--- src/rtl/fp_cmp_arbiter.sv ---
// fp_cmp_arbiter: round-robin shared FEQ/FLT/FLE comparator for two requesters with registered valid/ready response.
//
// Ports: clk, rst (sync, active-high); per requester N in {0,1}: reqN_valid, reqN_ready, reqN_op
// (00 FEQ, 01 FLT, 10 FLE, 11 reserved), reqN_a, reqN_b (binary32); response: rsp_valid, rsp_ready,
// rsp_id, rsp_result, rsp_nv.
// Macro FP_CMP_ARB_NV_FLAG_EN: when defined rsp_nv follows RISC-V invalid rules, otherwise tied to 0.

module fp_feq (
  input  logic [31:0] a_i,
  input  logic [31:0] b_i,
  output logic        eq_o
);
  logic nan_a, nan_b;
  assign nan_a = (a_i[30:23] == 8'hff) && (a_i[22:0] != 23'd0);
  assign nan_b = (b_i[30:23] == 8'hff) && (b_i[22:0] != 23'd0);
  // +0 and -0 are equal: both magnitudes zero
  assign eq_o  = ~nan_a & ~nan_b & ((a_i == b_i) | ~|(a_i[30:0] | b_i[30:0]));
endmodule

module fp_fle (
  input  logic [31:0] a_i,
  input  logic [31:0] b_i,
  output logic        le_o
);
  logic nan_a, nan_b, both_zero, mag_le;
  assign nan_a     = (a_i[30:23] == 8'hff) && (a_i[22:0] != 23'd0);
  assign nan_b     = (b_i[30:23] == 8'hff) && (b_i[22:0] != 23'd0);
  assign both_zero = ~|(a_i[30:0] | b_i[30:0]);
  // sign-magnitude ordering: for negatives the larger magnitude is the smaller value
  assign mag_le    = (a_i[31] != b_i[31]) ? a_i[31] :
                     a_i[31] ? (a_i[30:0] >= b_i[30:0]) : (a_i[30:0] <= b_i[30:0]);
  assign le_o      = ~nan_a & ~nan_b & (both_zero | mag_le);
endmodule

module fp_cmp_arbiter (
  input  logic        clk,
  input  logic        rst,
  input  logic        req0_valid,
  output logic        req0_ready,
  input  logic [1:0]  req0_op,
  input  logic [31:0] req0_a,
  input  logic [31:0] req0_b,
  input  logic        req1_valid,
  output logic        req1_ready,
  input  logic [1:0]  req1_op,
  input  logic [31:0] req1_a,
  input  logic [31:0] req1_b,
  output logic        rsp_valid,
  input  logic        rsp_ready,
  output logic        rsp_id,
  output logic        rsp_result,
  output logic        rsp_nv
);
  typedef enum logic [1:0] {IDLE, CAPTURE, RESP} state_t;
  state_t      state_q, state_d;
  logic        rr_q, id_q, grant, accept, eq, le, res_d, nv_d;
  logic        rsp_id_q, rsp_result_q, rsp_nv_q;
  logic [1:0]  op_q;
  logic [31:0] a_q, b_q;

  assign grant  = (req0_valid & req1_valid) ? rr_q : req1_valid;
  assign accept = (state_q == IDLE) & (req0_valid | req1_valid);

  assign req0_ready = ~rst & (state_q == IDLE) & ~grant;
  assign req1_ready = ~rst & (state_q == IDLE) & grant;
  assign rsp_valid  = state_q == RESP;
  assign rsp_id     = rsp_id_q;
  assign rsp_result = rsp_result_q;
  assign rsp_nv     = rsp_nv_q;

  fp_feq u_feq (.a_i(a_q), .b_i(b_q), .eq_o(eq));
  fp_fle u_fle (.a_i(a_q), .b_i(b_q), .le_o(le));

  always_comb begin
    state_d = state_q;
    state_d = (state_q == IDLE) ? (accept ? CAPTURE : IDLE) :
              (state_q == CAPTURE) ? RESP : (rsp_ready ? IDLE : RESP);
    res_d   = (op_q == 2'b00) ? eq : (op_q == 2'b01) ? (le & ~eq) : (op_q == 2'b10) ? le : 1'b0;
  end

`ifdef FP_CMP_ARB_NV_FLAG_EN
  logic nan_a, nan_b, snan_a, snan_b;
  assign nan_a  = (a_q[30:23] == 8'hff) && (a_q[22:0] != 23'd0);
  assign nan_b  = (b_q[30:23] == 8'hff) && (b_q[22:0] != 23'd0);
  assign snan_a = nan_a & ~a_q[22];
  assign snan_b = nan_b & ~b_q[22];
  // FEQ is quiet: only signaling NaNs raise invalid; ordered compares raise on any NaN
  assign nv_d   = (op_q == 2'b00) ? (snan_a | snan_b) :
                  (op_q == 2'b11) ? 1'b0 : (nan_a | nan_b);
`else
  assign nv_d   = 1'b0;
`endif

  always_ff @(posedge clk) begin
    if (rst) begin
      state_q      <= IDLE;
      rr_q         <= 1'b0;
      id_q         <= 1'b0;
      op_q         <= 2'b00;
      a_q          <= 32'd0;
      b_q          <= 32'd0;
      rsp_id_q     <= 1'b0;
      rsp_result_q <= 1'b0;
      rsp_nv_q     <= 1'b0;
    end else begin
      state_q <= state_d;
      if (accept) begin
        id_q <= grant;
        op_q <= grant ? req1_op : req0_op;
        a_q  <= grant ? req1_a : req0_a;
        b_q  <= grant ? req1_b : req0_b;
        rr_q <= ~grant;
      end
      if (state_q == CAPTURE) begin
        rsp_id_q     <= id_q;
        rsp_result_q <= res_d;
        rsp_nv_q     <= nv_d;
      end
    end
  end
endmodule

--- config.mk ---
export PLATFORM = sky130hd
export DESIGN_NAME = fp_cmp_arbiter
export DESIGN_NICKNAME = d
export VERILOG_FILES = /design/src/rtl/fp_cmp_arbiter.sv
export SDC_FILE = /design/constraint.sdc
export NUM_CORES = 1
export LEC_CHECK = 0
export ABC_CLOCK_PERIOD_IN_PS = 2600
export CORE_MARGIN = 2
export CORE_UTILIZATION = 46
export CTS_CLUSTER_DIAMETER = 40
export DETAILED_ROUTE_END_ITERATION = 8
export PLACE_DENSITY = 0.88
export SYNTH_ARGS = -nofsm -noshare
export SYNTH_HDL_FRONTEND = slang
export SYNTH_SLANG_ARGS = --single-unit
--- constraint.sdc ---
create_clock -name clk -period 2.6 [get_ports clk]
set_input_delay 0.52 -clock clk [delete_from_list [all_inputs] [get_ports clk]]
set_output_delay 0.52 -clock clk [all_outputs]
set_load 0.01 [all_outputs]
==> results.toml, run 1 <==
[floorplan]
rows = 35
die_h_um = 100.0
dieArea_um2 = 10000
coreArea_um2 = 9109
initial_utilization_pct = 46.55
die_w_um = 100.0
pin_count = 143

[critical_path]
reg2reg_from = "b_q[15]$_SDFFE_PP0P_"
rr_endpoint = "rsp_result$_SDFFE_PP0P_"
cp-end-kind = "flop"
reg2reg_slack_ps = 100
path_cells = "inv_1 > ha_1 > nor4_2 > and4_4 > nor4b_4 > nor4_1 > o41a_1 > a311oi_2"
reg2reg_depth = 8
startpoint = "b_q[15]$_SDFFE_PP0P_"
critical_path_class = "reg2reg"
start_kind = "flop"
arrival_ps = 2760
worst_ep_required_time_ps = 2850
slowest_delay_ps = 410
slowest_stage = "dfxtp_1"
path_max_fanout = 3

[power_and_ir_drop]
p_int_mw = 2.481
pwr-share-clk_pct = 29.2
net-switching-power_mw = 1.152
combPwrFrac_pct = 34.1
power_density_nw_per_um2 = 587.3
p_leak_nw = 2.457
p_total_mw = 3.632
sw_frac_of_total_pct = 31.71
worst_ir_drop_vdd_v = 0.0003502
power_frac_seq_pct = 36.7

[finish]
diodes = 0
drive_gt1_share_pct = 8.976
finalInstanceArea_um2 = 6185
utilization_pct = 67.90
final_common_cell = "clkdlybuf4s50_1"
nNetsFinal = 829
mostFrequentLayoutCells = "clkdlybuf4s50_1, nor2_1, inv_1"
area_growth_syn_to_layout_pct = 45.85

[grt]
grtUsageTotal_pct = 26.59
grt_pass1_wl_um = 20980
grt_max_degree = 73
antenna_found_initial = 0
grt-ovfl-total = 0
grt_pass1_vias = 4551

[timing]
tightestPinTransition_ps = 738.4
clock_skew_ps = 7.492
max-slew-margin-rel_pct = 50.77
setup_viol = 0
finalSetupTns_ps = 0
final_max_slew_viol_count = 0
period_share_pct = 96.25
min_period_ps = 2502
fmax_ghz = 0.3996
setup_ws_ps = 97.51
hold_viol = 0

[route]
viasPerCell = 5.936
vias = 4428
dr.pass1.iters = 9
drt_iter0_markers = 608
drcViolationCount = 5
wl_um = 13450
drtAntennaViolNets = 0
routedWlPerCell_um = 18.03

[placement]
hpwl_um = 9923
port_buffers = 141
gp_congestion = 0.8985
placedInstanceArea_um2 = 5893
dp_slack_ps = -88.39

[logic_synthesis]
synth_largest_area_cell = "dfxtp_1"
ys_seq_area_share_pct = 33.99
yosysWarningCount = 0
synth.avg_cell_area_um2 = 8.779
async_flop_share_pct = 0
synthTopCellsByArea = "dfxtp_1, ha_1, a222oi_1"
netlist_area_um2 = 4240
syn_inst = 483
yosysUniqueCellTypes = 38
synth_edf_count = 0
synth_top_area_share_pct = 33.99
ys.flop_type = "dfxtp_1"
syn-num-nets = 682
ys_ff_latch = 72

[cts]
clkTransAtPathRegs_ps = 80
post_cts_buffers = 0
root_buffer = "clkbuf_8"
clkSinkCount = 72
clockBufferDepth = 2
insertion_delay_ps = 360
cts_tree = "yes"
htreeDepth = 3
hold_buffers = 0
numCtsBuffers = 9

[min_path]
hold_start = "rsp_id$_SDFFE_PP0P_"
min_to = "rsp_id$_SDFFE_PP0P_"
hold_path.class = "reg2reg"
hold_depth = 2

[run_status]
violations = "design-rule violations"
status = "complete, but fails checks"

[flow_run]
drv_cap = 0
==> power by group through the flow <==
stage	Sequential (mW)	Combinational, mW	Clock [mW]
floorplan	1.33	0.674	0
global placement	1.35	1.12	0
detailed placement	1.35	1.16	0
CTS	1.33	1.18	1.07
global route	1.35	1.36	1.11
finish	1.33	1.24	1.06
==> synth_stat cells, types with 3 or more instances <==
cell type  instances
nor2_1            81
inv_1             74
dfxtp_1           72
a222oi_1          66
ha_1              62
clkbuf_1          29
nor4_1            20
nand4_1           12
a21oi_1            9
nor2b_1            7
nand2_1            6
nand2b_1           4
nor3_1             4
o31ai_1            4
a21boi_0           3
o21ai_0            3
==> routing by layer <==
| metal | track usage, % | up-vias | routed length (um) |
|---|---|---|---|
| li1 | - | 2091 | - |
| met1 | 28.31 | 2096 | 5173 |
| met2 | 49.84 | 199 | 7066 |
| met3 | 6.198 | 42 | 805 |
| met4 | 11.59 | 0 | 408 |
| met5 | 0 | - | 0 |
==> cells by family (layout without fill, tap and decap cells) <==
kind of cell | after synthesis | after routing | synth area share (%)
DFF | 72 | 72 | 33.99
AOI/OAI and AO/OA | 99 | 99 | 21.07
buffers and inverters | 105 | 257 | 9.383
other | 1 | 1 | 0.08844
and+or+nand+nor | 144 | 144 | 17.17
adders and majority gates | 62 | 62 | 18.29
==> stage by stage <==
stage | hold slack [ps] | cells
4_1_cts | 456.0 | 746
5_1_grt | 488.3 | 746
3_3_place_gp | 444.6 | 730
3_5_place_dp | 446.3 | 730
2_1_floorplan | 457.0 | 483
6_report | 456.1 | 746
==> area by class of cell <==
class / instances / area [um2]
fill: 714 / 2924
sequential: 72 / 1441
tap: 111 / 138.9
multi-input combinational: 306 / 2475
inverter: 74 / 277.8
clock buffer: 11 / 131.4
clock inverter: 5 / 105.1
timing repair buffer: 167 / 1615
==> how the worst max path moves through the flow <==
stage	end	slack, ps	depth (start not counted)
2_1_floorplan	req1_ready	190	6
3_3_place_gp	req1_ready	40	5
3_5_place_dp	req1_ready	-90	5
4_1_cts	req0_ready	20	5
5_1_grt	rsp_result$_SDFFE_PP0P_	-40	8
6_report	rsp_result$_SDFFE_PP0P_	100	8
==> what timing repair did <==
action,CTS,global route
gates resized for setup,2,10
endpoints found under the setup margin,1,2
pin swaps,0,2
==> registers in the layout (all words and copies together), names as in the netlist <==
signal / flops
a_q: 32
op_q: 2
state_q: 2
b_q: 32
rsp_id: 1
rsp_result: 1
rr_q: 1
id_q: 1
==> worst max-delay path, delay by kind of cell (launching register included) <==
family / cells / cell delay, ps
buffers and inverters: 1 / 90
adder cells (fa/ha/maj): 1 / 290
AO/OA/AOI/OAI: 2 / 670
flip-flops: 1 / 410
AND/OR/NAND/NOR: 4 / 950
Power figures use the tool's default switching activity.
==> run 2: changes to the inputs <==
- CAP_MARGIN: default -> 20
- SLEW_MARGIN: default -> 0
==> results of run 2 <==
No change in the layout: final DEF, timing and power equal those of run 1.
==> run 3: changes to the inputs <==
- CELL_PAD_IN_SITES_DETAIL_PLACEMENT: default -> 1
- CELL_PAD_IN_SITES_GLOBAL_PLACEMENT: default -> 1
- CORE_UTILIZATION: 46 -> 34
==> results.toml, run 3 (synthesized netlist as in run 1, its figures left out) <==
[run_status]
status = "complete, but fails checks"
violations = "negative setup slack"

[critical_path]
critical_path_class = "reg2reg"
reg2reg_slack_ps = -2
reg2reg_depth = 8
rr_endpoint = "rsp_result$_SDFFE_PP0P_"
worst_ep_required_time_ps = 2840
path_max_fanout = 3
cp-end-kind = "flop"
start_kind = "flop"
arrival_ps = 2850
reg2reg_from = "b_q[20]$_SDFFE_PP0P_"

[route]
drcViolationCount = 0
wl_um = 17480
route.met3.wl_um = 1041
wl_met1_um = 6516
routedWlPerCell_um = 21.53
top_layer = "met4"
wl_met2_um = 9363
drt_iter0_markers = 580
viasPerCell = 5.677
drtAntennaViolNets = 0
vias = 4610
dr.pass1.iters = 9

[cts]
clockBufferDepth = 2
insertion_delay_ps = 340
htreeDepth = 3
hold_buffers = 0
numCtsBuffers = 9
clkSinkCount = 72
clkTransAtPathRegs_ps = 60
root_buffer = "clkbuf_16"
cts_tree = "yes"

[power_and_ir_drop]
power_density_nw_per_um2 = 646.4
p_total_mw = 4.174
p_leak_nw = 2.562
power_frac_seq_pct = 32.0
combPwrFrac_pct = 33.1
net-switching-power_mw = 1.349
worst_ir_drop_vdd_v = 0.0003330
pwr-share-clk_pct = 34.9
sw_frac_of_total_pct = 32.31
p_int_mw = 2.826

[finish]
top_regs = "a_q: 32 flops, b_q: 32 flops"
nNetsFinal = 838
final_common_cell = "clkdlybuf4s50_1"
drive_gt1_share_pct = 11.34
mostFrequentLayoutCells = "clkdlybuf4s50_1, nor2_1, inv_1"
area_growth_syn_to_layout_pct = 52.29
diodes = 0
finalInstanceArea_um2 = 6457
instances_no_fill = 812

[timing]
fmax_ghz = 0.3844
clock_skew_ps = 10.34
final_max_slew_viol_count = 0
min_period_ps = 2602
setup_viol = 1
holdWs_ps = 509.5
tightestPinTransition_ps = 846.8
finalSetupTns_ps = -1.755
max-slew-margin-rel_pct = 43.41
hold_viol = 0
setup_ws_ps = -1.755
period_share_pct = 100.1
rsz0062_at_grt = "yes"

[floorplan]
rows = 40
die_h_um = 115.7
initial_utilization_pct = 35.01
dieArea_um2 = 13380
die_w_um = 115.7
pin_count = 143
coreArea_um2 = 12110

[min_path]
hold_depth = 2
min_to = "rsp_id$_SDFFE_PP0P_"
hold_start = "rsp_id$_SDFFE_PP0P_"
hold_path.class = "reg2reg"

[grt]
antenna_found_initial = 0
grt-ovfl-total = 0
grt_pass1_vias = 5014
grt_max_degree = 69
grtUsageTotal_pct = 25.40
grt_pass1_wl_um = 26030

[placement]
gp_congestion = 0.8856
dp_cells = 795
placedInstanceArea_um2 = 6025
port_buffers = 141
hpwl_um = 12080

[flow_run]
drv_cap = 0
## run 3: changes by cell type in the layout (fill, tap and decap cells not counted), moves of 2 or more
cell / change
clkbuf_16: +9
dfxtp_2: +4
dfxtp_1: -4
clkbuf_8: -9
inv_6: +2
buf_4: +9
## run 3: power by group through the flow
| stage | logic, mW | registers (mW) | clock network (mW) |
|---|---|---|---|
| 3_5_place_dp | 1.24 | 1.35 | 0 |
| 6_report | 1.38 | 1.34 | 1.45 |
| 3_3_place_gp | 1.17 | 1.34 | 0 |
| 2_1_floorplan | 0.674 | 1.33 | 0 |
| 4_1_cts | 1.29 | 1.33 | 1.46 |
| 5_1_grt | 1.50 | 1.35 | 1.50 |
## run 3: what timing repair did
| item | 4_1_cts | 5_1_grt |
|---|---|---|
| pin swaps | 0 | 4 |
| endpoints found under the setup margin | 2 | 2 |
| setup buffers | 0 | 1 |
| gates resized for setup | 4 | 16 |
## run 3: through the flow
step	util, %	setup WS, ps
6_report	53.32	-1.755
5_1_grt	53.32	-155.6
4_1_cts	52.68	18.20
3_5_place_dp	49.74	-33.37
3_3_place_gp	49.74	-24.16
2_1_floorplan	-	194.1
## run 3: final cells by class
cell class	count	area, um2
fillers	1378	5654
multi-input cells	306	2496
repair buffers	176	1683
flip-flops and latches	72	1446
inverters	74	277.8
clock buffers	10	229.0
well taps	168	210.2
clock inverters	6	115.1
## run 3: critical path: stages (launching register included)
cell	delay (ps)
dfxtp_1	440
inv_1	110
ha_1	360
nor4_4	310
and4_4	290
nor4b_4	250
nor4_1	130
o41a_1	400
a311oi_2	230
## run 3: metal layers
layer / vias to the layer above / global-route usage, %
li1: 2110 / -
met1: 2257 / 27.73
met2: 198 / 48.11
met3: 45 / 4.916
met4: 0 / 9.921
met5: - / 0
## run 3: worst max path at each step
| stage | start | to | slack (ps) |
|---|---|---|---|
| 6_report | b_q[20]$_SDFFE_PP0P_ | rsp_result$_SDFFE_PP0P_ | -2 |
| 5_1_grt | b_q[20]$_SDFFE_PP0P_ | rsp_result$_SDFFE_PP0P_ | -160 |
| 4_1_cts | b_q[21]$_SDFFE_PP0P_ | rsp_result$_SDFFE_PP0P_ | 20 |
| 3_5_place_dp | req1_valid | req1_ready | -30 |
| 3_3_place_gp | req1_valid | req1_ready | -20 |
| 2_1_floorplan | req1_valid | req1_ready | 190 |
